<file path="src/rtl/hht_spmv_row_accumulator.sv">
// rtl/hht_spmv_row_accumulator.sv - SpMV row multiply-accumulate with per-row result FIFO.
// Optional: define HHT_ACC_SAT_EN for unsigned saturating product/sum instead of modulo wrap.
module hht_spmv_row_accumulator #(
    parameter int DATA_W     = 32,
    parameter int ACC_W      = 32,
    parameter int ROW_W      = 16,
    parameter int FIFO_DEPTH = 4
) (
    input  logic              clk_i,
    input  logic              rst_ni,
    input  logic              start_i,
    input  logic [ROW_W-1:0]  num_rows_i,
    input  logic              in_valid_i,
    output logic              in_ready_o,
    input  logic [DATA_W-1:0] in_mval_i,
    input  logic [DATA_W-1:0] in_vval_i,
    input  logic              in_last_i,
    input  logic              in_empty_i,
    output logic              out_valid_o,
    input  logic              out_ready_i,
    output logic [ROW_W-1:0]  out_row_o,
    output logic [ACC_W-1:0]  out_sum_o,
    output logic              busy_o,
    output logic              done_o
);
    localparam int PTR_W = $clog2(FIFO_DEPTH);
    localparam int CNT_W = PTR_W + 1;

    typedef enum logic [1:0] {S_IDLE, S_ACCUM, S_DONE} state_e;

    state_e                   state_q, state_d;
    logic [ROW_W-1:0]         num_rows_q;
    logic [ROW_W-1:0]         row_cnt_q, row_cnt_d;
    logic [ACC_W-1:0]         acc_q;
    logic                     p1_valid_q, p1_last_q;
    logic [ACC_W-1:0]         p1_prod_q;
    logic [ROW_W+ACC_W-1:0]   mem_q [FIFO_DEPTH];
    logic [PTR_W-1:0]         wr_ptr_q, rd_ptr_q;
    logic [CNT_W-1:0]         count_q;

    logic                     beat_xfer, in_flight, final_pending, push, pop;
    logic [ROW_W-1:0]         row_cnt_inc;
    logic [CNT_W:0]           occupancy;
    logic [ACC_W-1:0]         prod_in, acc_next;
    logic [ACC_W:0]           sum_w;

`ifdef HHT_ACC_SAT_EN
    logic                     p1_sat_q, sat_q, prod_ovf, sat_any;
    logic [2*DATA_W-1:0]      full_prod;

    assign full_prod = (2*DATA_W)'(in_mval_i) * (2*DATA_W)'(in_vval_i);
    assign prod_ovf  = |(full_prod >> ACC_W);
    assign prod_in   = in_empty_i ? '0 : (prod_ovf ? '1 : full_prod[ACC_W-1:0]);
    assign sum_w     = {1'b0, acc_q} + {1'b0, p1_prod_q};
    assign sat_any   = sat_q | p1_sat_q | sum_w[ACC_W];
    assign acc_next  = sat_any ? '1 : sum_w[ACC_W-1:0];
`else
    // Operands widened to ACC_W first: the low ACC_W product bits only depend on them.
    assign prod_in  = in_empty_i ? '0 : ACC_W'(ACC_W'(in_mval_i) * ACC_W'(in_vval_i));
    assign sum_w    = {1'b0, acc_q} + {1'b0, p1_prod_q};
    assign acc_next = sum_w[ACC_W-1:0];
`endif

    assign row_cnt_inc   = row_cnt_q + ROW_W'(1);
    assign in_flight     = p1_valid_q & p1_last_q;
    // Stop accepting once the final row's last beat is already in the pipeline.
    assign final_pending = in_flight && (row_cnt_inc == num_rows_q);
    assign occupancy     = {1'b0, count_q} + {{CNT_W{1'b0}}, in_flight};
    assign in_ready_o    = (state_q == S_ACCUM) && !final_pending
                           && (occupancy < (CNT_W+1)'(FIFO_DEPTH));
    assign beat_xfer     = in_valid_i & in_ready_o;
    assign push          = in_flight;
    assign pop           = out_ready_i && (count_q != '0);

    assign out_valid_o = (count_q != '0);
    assign out_row_o   = out_valid_o ? mem_q[rd_ptr_q][ROW_W+ACC_W-1:ACC_W] : '0;
    assign out_sum_o   = out_valid_o ? mem_q[rd_ptr_q][ACC_W-1:0] : '0;

    always_comb begin
        state_d   = state_q;
        row_cnt_d = row_cnt_q;
        done_o    = 1'b0;
        busy_o    = (state_q != S_IDLE);
        case (state_q)
            S_IDLE: begin
                if (start_i) begin
                    row_cnt_d = '0;
                    state_d   = (num_rows_i == '0) ? S_DONE : S_ACCUM;
                end
            end
            S_ACCUM: begin
                if (push) begin
                    row_cnt_d = row_cnt_inc;
                    if (row_cnt_inc == num_rows_q) state_d = S_DONE;
                end
            end
            S_DONE: begin
                done_o  = 1'b1;
                state_d = S_IDLE;
            end
            default: state_d = S_IDLE;
        endcase
    end

    always_ff @(posedge clk_i or negedge rst_ni) begin
        if (!rst_ni) begin
            state_q    <= S_IDLE;
            num_rows_q <= '0;
            row_cnt_q  <= '0;
            acc_q      <= '0;
            p1_valid_q <= 1'b0;
            p1_last_q  <= 1'b0;
            p1_prod_q  <= '0;
            wr_ptr_q   <= '0;
            rd_ptr_q   <= '0;
            count_q    <= '0;
            for (int i = 0; i < FIFO_DEPTH; i++) mem_q[i] <= '0;
`ifdef HHT_ACC_SAT_EN
            p1_sat_q   <= 1'b0;
            sat_q      <= 1'b0;
`endif
        end else begin
            state_q    <= state_d;
            row_cnt_q  <= row_cnt_d;
            if (state_q == S_IDLE && start_i) num_rows_q <= num_rows_i;
            p1_valid_q <= beat_xfer;
            if (beat_xfer) begin
                p1_prod_q <= prod_in;
                p1_last_q <= in_last_i | in_empty_i;
`ifdef HHT_ACC_SAT_EN
                p1_sat_q  <= prod_ovf & ~in_empty_i;
`endif
            end
            if (p1_valid_q) begin
                acc_q <= push ? '0 : acc_next;
`ifdef HHT_ACC_SAT_EN
                sat_q <= push ? 1'b0 : sat_any;
`endif
            end
            if (push) begin
                mem_q[wr_ptr_q] <= {row_cnt_q, acc_next};
                wr_ptr_q        <= wr_ptr_q + PTR_W'(1);
            end
            if (pop) rd_ptr_q <= rd_ptr_q + PTR_W'(1);
            case ({push, pop})
                2'b10:   count_q <= count_q + CNT_W'(1);
                2'b01:   count_q <= count_q - CNT_W'(1);
                default: count_q <= count_q;
            endcase
        end
    end
endmodule

</file>
<file path="config.mk">
export PLATFORM = sky130hd
export DESIGN_NAME = hht_spmv_row_accumulator
export DESIGN_NICKNAME = d
export VERILOG_FILES = /design/src/rtl/hht_spmv_row_accumulator.sv
export SDC_FILE = /design/constraint.sdc
export NUM_CORES = 2
export LEC_CHECK = 0
export BUFFER_PORTS_ARGS = -buffer_cell sky130_fd_sc_hd__buf_4
export CORE_MARGIN = 8
export CORE_UTILIZATION = 39
export CTS_BUF_LIST = sky130_fd_sc_hd__clkbuf_8
export DETAILED_ROUTE_END_ITERATION = 8
export PLACE_DENSITY = 0.59
export SLEW_MARGIN = 40
export SYNTH_ARGS = -nofsm -noshare
export SYNTH_HDL_FRONTEND = slang
export SYNTH_SLANG_ARGS = --single-unit
</file>
<file path="constraint.sdc">
create_clock -name clk_i -period 2.75 [get_ports clk_i]
set_input_delay 0.1375 -clock clk_i [delete_from_list [all_inputs] [get_ports clk_i]]
set_output_delay 0.1375 -clock clk_i [all_outputs]
set_load 0.01 [all_outputs]
</file>
==> Yosys cells after proc, flatten, opt, wreduce, memory -nomap -nowiden <==
Cells that the tools add are included.
{ "word_totals": {"register_bits": 299, "inputBits": 87, "out_inout_bits": 52, "elab_cells": 74} }
{ "op_classes": {"n_addsub": 7, "multipliers": 1, "magnitude_cmp": 4, "eq_ne": 8, "mux": 20, "bitwise_logic": 5, "reduce_logical": 15} }
{ "op_table": {"columns": ["cell", "count"], "rows": [
  ["$bwmux 192", 1],
  ["$mux 48", 3],
  ["$bmux 48 s2", 1],
  ["$demux 48 s2", 1],
  ["$mux 32", 3],
  ["$mux 16", 3],
  ["$add 32x32->32", 1],
  ["$mul 32x32->32", 1],
  ["$pmux 16 s2", 1],
  ["$add 16x1->16 const B", 1],
  ["$eq 16x16->1", 1],
  ["$logic_not 16->1", 1],
  ["$mux 2", 4],
  ["$ge 3x3->1 const B", 2],
  ["$logic_and 1x1->1", 6],
  ["$not 2->3", 2],
  ["$pmux 3 s2", 1],
  ["$reduce_and 3->1", 2],
  ["$reduce_bool 2->1", 3],
  ["$add 2x1->2 const B", 2],
  ["$add 3x1->4", 1],
  ["$eq 2x1->1 const B", 2],
  ["$eq 2x2->1 const B", 2],
  ["$lt 4x3->1 const B", 1],
  ["other kinds (12)", 14]
]} }

==> Depth between registers and ports, before layout <==
{ "depth": {"ltp_word": 7, "ltp_mapped": 27, "mapped_depth_nobuf": 25} }

==> Worst setup path after synthesis <==
No wires, ideal clock.
{ "synth_path": {"kind": "in2reg", "startpoint": "in in_vval_i[4]", "endpoint": "reg p1_prod_q[29]", "setup_ns": 0.135, "t_arrival_ns": 6.627, "required_time_ns": 2.615, "path_slack_ns": -4.012, "cell_stages": 25, "n_path_buf": 2, "path_cell_list": "clkbuf_1 -> clkbuf_1 -> and2_1 -> fa_1 -> inv_1 -> fa_1 -> fa_1 -> fa_1 -> inv_1 -> fa_1 -> inv_1 -> fa_1 -> inv_1 -> fa_1 -> fa_1 -> ha_1 -> a21o_1 -> a21o_1 -> a21o_1 -> a311o_1 -> a41oi_1 -> o211ai_1 -> o31ai_1 -> xor2_1 -> o31ai_1"} }
{ "synth_via": {"elab_chain_len": 2} }
{ "synth_rtl": {"columns": ["element", "line_no", "source"], "rows": [
  ["from (decl)", "16", "input logic [DATA_W-1:0] in_vval_i,"],
  ["$mul 32x32->32", "59", "assign prod_in = in_empty_i ? '0 : ACC_W'(ACC_W'(in_mval_i) * ACC_W'(in_vval_i));"],
  ["$mux 32", "59", null],
  ["to (signal assigned)", "128", "p1_prod_q <= prod_in;"],
  ["to (decl)", "36", "logic [ACC_W-1:0] p1_prod_q;"]
]} }
No other way between the ends.
A chain may end at the register's enable or synchronous reset.

==> Final worst setup path <==
{ "layout_path": {"startpoint": "in in_vval_i[3]", "endpoint": "reg p1_prod_q[31]"} }
Same word-level chain as after synthesis.

==> results.py <==
metrics = {
    "setup_path": {
        "crit_start": "in_vval_i[3]",
        "rrSetupSlack_ns": -0.44,
        "rr_endpoint": "mem_q[24]",
        "r2r_start": "p1_prod_q[0]",
        "worst_path_most_repeated_cell": "fa_1",
        "ff2ff_path_depth": 13,
        "cpMaxStageDelayCell": "fa_1",
        "critPathRequiredTime_ns": 3.22,
        "end_kind": "register",
        "path_cells": "buf_8, buf_6, and2_4, fa_1, inv_1, fa_1, fa_1, fa_1, inv_1, fa_1, fa_1, fa_1, fa_1, ha_4, a21o_1, a21oi_2, nor2b_1, a311o_1, a41oi_2, o211ai_1, buf_4, o22ai_4, xnor2_2, o31ai_1",
        "start_kind": "input pin",
        "critical_path.max_fanout": 6,
        "critical_path_class": "input pin to register",
        "crit_arrival_ns": 6.50,
        "max_stage_delay_ns": 0.58,
    },
    "timing": {
        "grt_setup_unrepaired": "yes",
        "finalHoldViolCount": 0,
        "tightest_slew_ns": 0.809,
        "relSlewSlack_pct": 45.9,
        "setup_violations": 71,
        "max_freq_ghz": 0.166,
        "finalSetupTns_ns": -77.32,
        "slew_violations": 0,
        "setup_ws_ns": -3.28,
        "period_needed_ns": 6.03,
        "period_share_pct": 219,
        "clock_skew_ns": 0.0391,
    },
    "worst_hold_path": {
        "hp-class": "input pin to register",
        "holdPathStages": 2,
        "holdPathEnd": "p1_prod_q[12]",
        "min_from": "in_empty_i",
    },
    "yosys": {
        "postSynthAreaPerCell_um2": 9.89,
        "synthAdderAreaFrac_pct": 33.5,
        "yosys.area_share.simple_pct": 15.7,
        "synth_top_family_by_area": "adder cells",
        "synth_top_cell_by_area": "fa_1",
        "postSynthNetCount": 3734,
        "synth_most_common_cell": "nand2_1",
        "synth_xor_area_share_pct": 3.90,
        "ys_types": 72,
        "syn_area_um2": 30400,
        "synth_compound_area_share_pct": 8.27,
        "synth_mux_area_share_pct": 6.68,
        "ys.flop_type": "dfrtp_1",
        "synth_top_area_share_pct": 27.0,
        "seq_area_frac_synth_pct": 24.6,
        "synthCells": 3077,
        "async_flop_share_pct": 100,
        "synth-edff-count": 0,
        "synth_warnings": 0,
        "ys_seq_elements": 299,
        "synthTopCellsByCount": "nand2_1 (437), fa_1 (410), inv_1 (406), and2_1 (366), dfrtp_1 (299)",
        "synthTopCellsByArea": "fa_1 (27%), dfrtp_1 (25%), and2_1 (7.5%)",
    },
    "clock_network": {
        "clockRootBuffer": "clkbuf_8",
        "path_clk_slew_ns": 0.06,
        "clk-insertion-delay-late_ns": 0.58,
        "clockBufferDepth": 3,
        "numCtsBuffers": 45,
        "clock_sinks": 299,
        "cts_tree": "yes",
        "htree_num_levels": 2,
    },
    "detailed_routing": {
        "vias_per_cell": 4.93,
        "postRouteAntennaNets": 0,
        "routed_wl_um": 83200,
        "drc": 0,
        "dr_total_vias": 22800,
        "wire_per_inst_um": 18.0,
        "first_pass_iters": 6,
        "drtIter0Drc": 969,
    },
    "placed_design": {
        "gp_congestion": 0.867,
        "hpwl_um": 65000,
        "port-buffer-count": 138,
    },
    "global_routing": {
        "grt.total_usage_pct": 19.1,
        "antenna_found_initial": 6,
        "grt_max_degree": 88,
        "gr-total-overflow": 0,
        "grt_pass1_wl_um": 134000,
        "grt_pass1_vias": 24400,
    },
    "final_layout": {
        "area_delta_synth_final_pct": 29.2,
        "drive_gt1_share_pct": 30.0,
        "fillCellCount": 7156,
        "nets": 4213,
        "final_util_pct": 50.8,
    },
    "floorplan": {
        "die_y_um": 295,
        "num_rows": 102,
        "coreArea_um2": 77300,
        "ios": 139,
        "die_x_um": 295,
        "fp.dieArea_um2": 87200,
        "start_util_pct": 39.4,
    },
    "outcome": {
        "outcome": "complete, but fails checks",
        "violations": "setup timing",
    },
    "run": {
        "max_cap_violations": 0,
    },
}
-- critical path: cells and delay by family --
family / cells / cell delay [ns]
simple gates: 2 / 0.20
compound gates: 7 / 1.26
xor+xnor: 1 / 0.09
fa+ha+maj: 9 / 4.28
buf+inv: 5 / 0.51
-- placed cells by master, fill, tap and decap left out, drive strengths merged, types with 59 or more instances in the layout --
| cell | n |
|---|---|
| and2 | 366 |
| fa | 410 |
| a21oi | 59 |
| xnor2 | 87 |
| mux2 | 80 |
| buf | 581 |
| dfrtp | 299 |
| ha | 160 |
| inv | 425 |
| o21ai | 179 |
| nand2 | 437 |
-- routing by layer --
metal  vias to the layer above  global-route usage [%]  part of all wire, %
met3                       117                    3.27                  5.4
met4                         8                    3.98                  2.0
li1                      10800                       -                    -
met5                         -                       0                0.062
met1                     11500                    25.9                   45
met2                       487                    32.1                   48
-- through the flow --
stage	hold slack, ns	cells	cell area, um2	worst slack (ns)
detailed placement	0.183	4457	35700	-4.05
global placement	0.183	4457	35700	-3.99
floorplan	-0.158	3077	31000	-3.78
CTS	0.0597	4610	38300	-3.23
finish	0.0975	4631	39300	-3.28
global route	0.0967	4630	39300	-3.41
-- how the worst max path moves through the flow --
stage	endpoint	depth (start not counted)
6_report	p1_prod_q[31]	24
5_1_grt	p1_prod_q[29]	24
4_1_cts	p1_prod_q[29]	23
3_5_place_dp	p1_prod_q[29]	23
3_3_place_gp	p1_prod_q[29]	24
2_1_floorplan	p1_prod_q[29]	24
-- flip-flops by register name, summed over array words and instances (netlist names) --
signal / cells
mem_q: 192
acc_q: 32
p1_prod_q: 32
num_rows_q: 16
row_cnt_q: 16
count_q: 3
rd_ptr_q: 2
state_q: 2
wr_ptr_q: 2
p1_last_q: 1
p1_valid_q: 1
-- cell families after synthesis --
family | Yosys count
adders and majority gates | 570
and+or+nand+nor | 955
buffers and inverters | 584
DFF | 299
xor gates and xnor gates | 134
AOI/OAI and AO/OA | 402
muxes | 133
-- area by class of cell --
type,instances,area [um2],share of cell area (%)
antenna,3,7.51,0.0191
sequential,299,7490,19.0
tap,1040,1300,3.31
inverter,407,1530,3.89
clock inverter,26,169,0.430
clock buffer,53,729,1.86
multi-input combinational,2194,22400,57.0
timing repair buffer,609,5670,14.4
-- what timing repair did --
action	CTS	global route
pin swaps	175	126
cloned	5	5
gates resized for setup	252	187
endpoints found under the hold margin	103	0
hold buffers	21	0
setup buffers	51	25
setup endpoints to repair	91	106
Power is left out: the tool's default activity adds up to more than one toggle a clock period on the data nets, which glitch-free logic cannot reach.
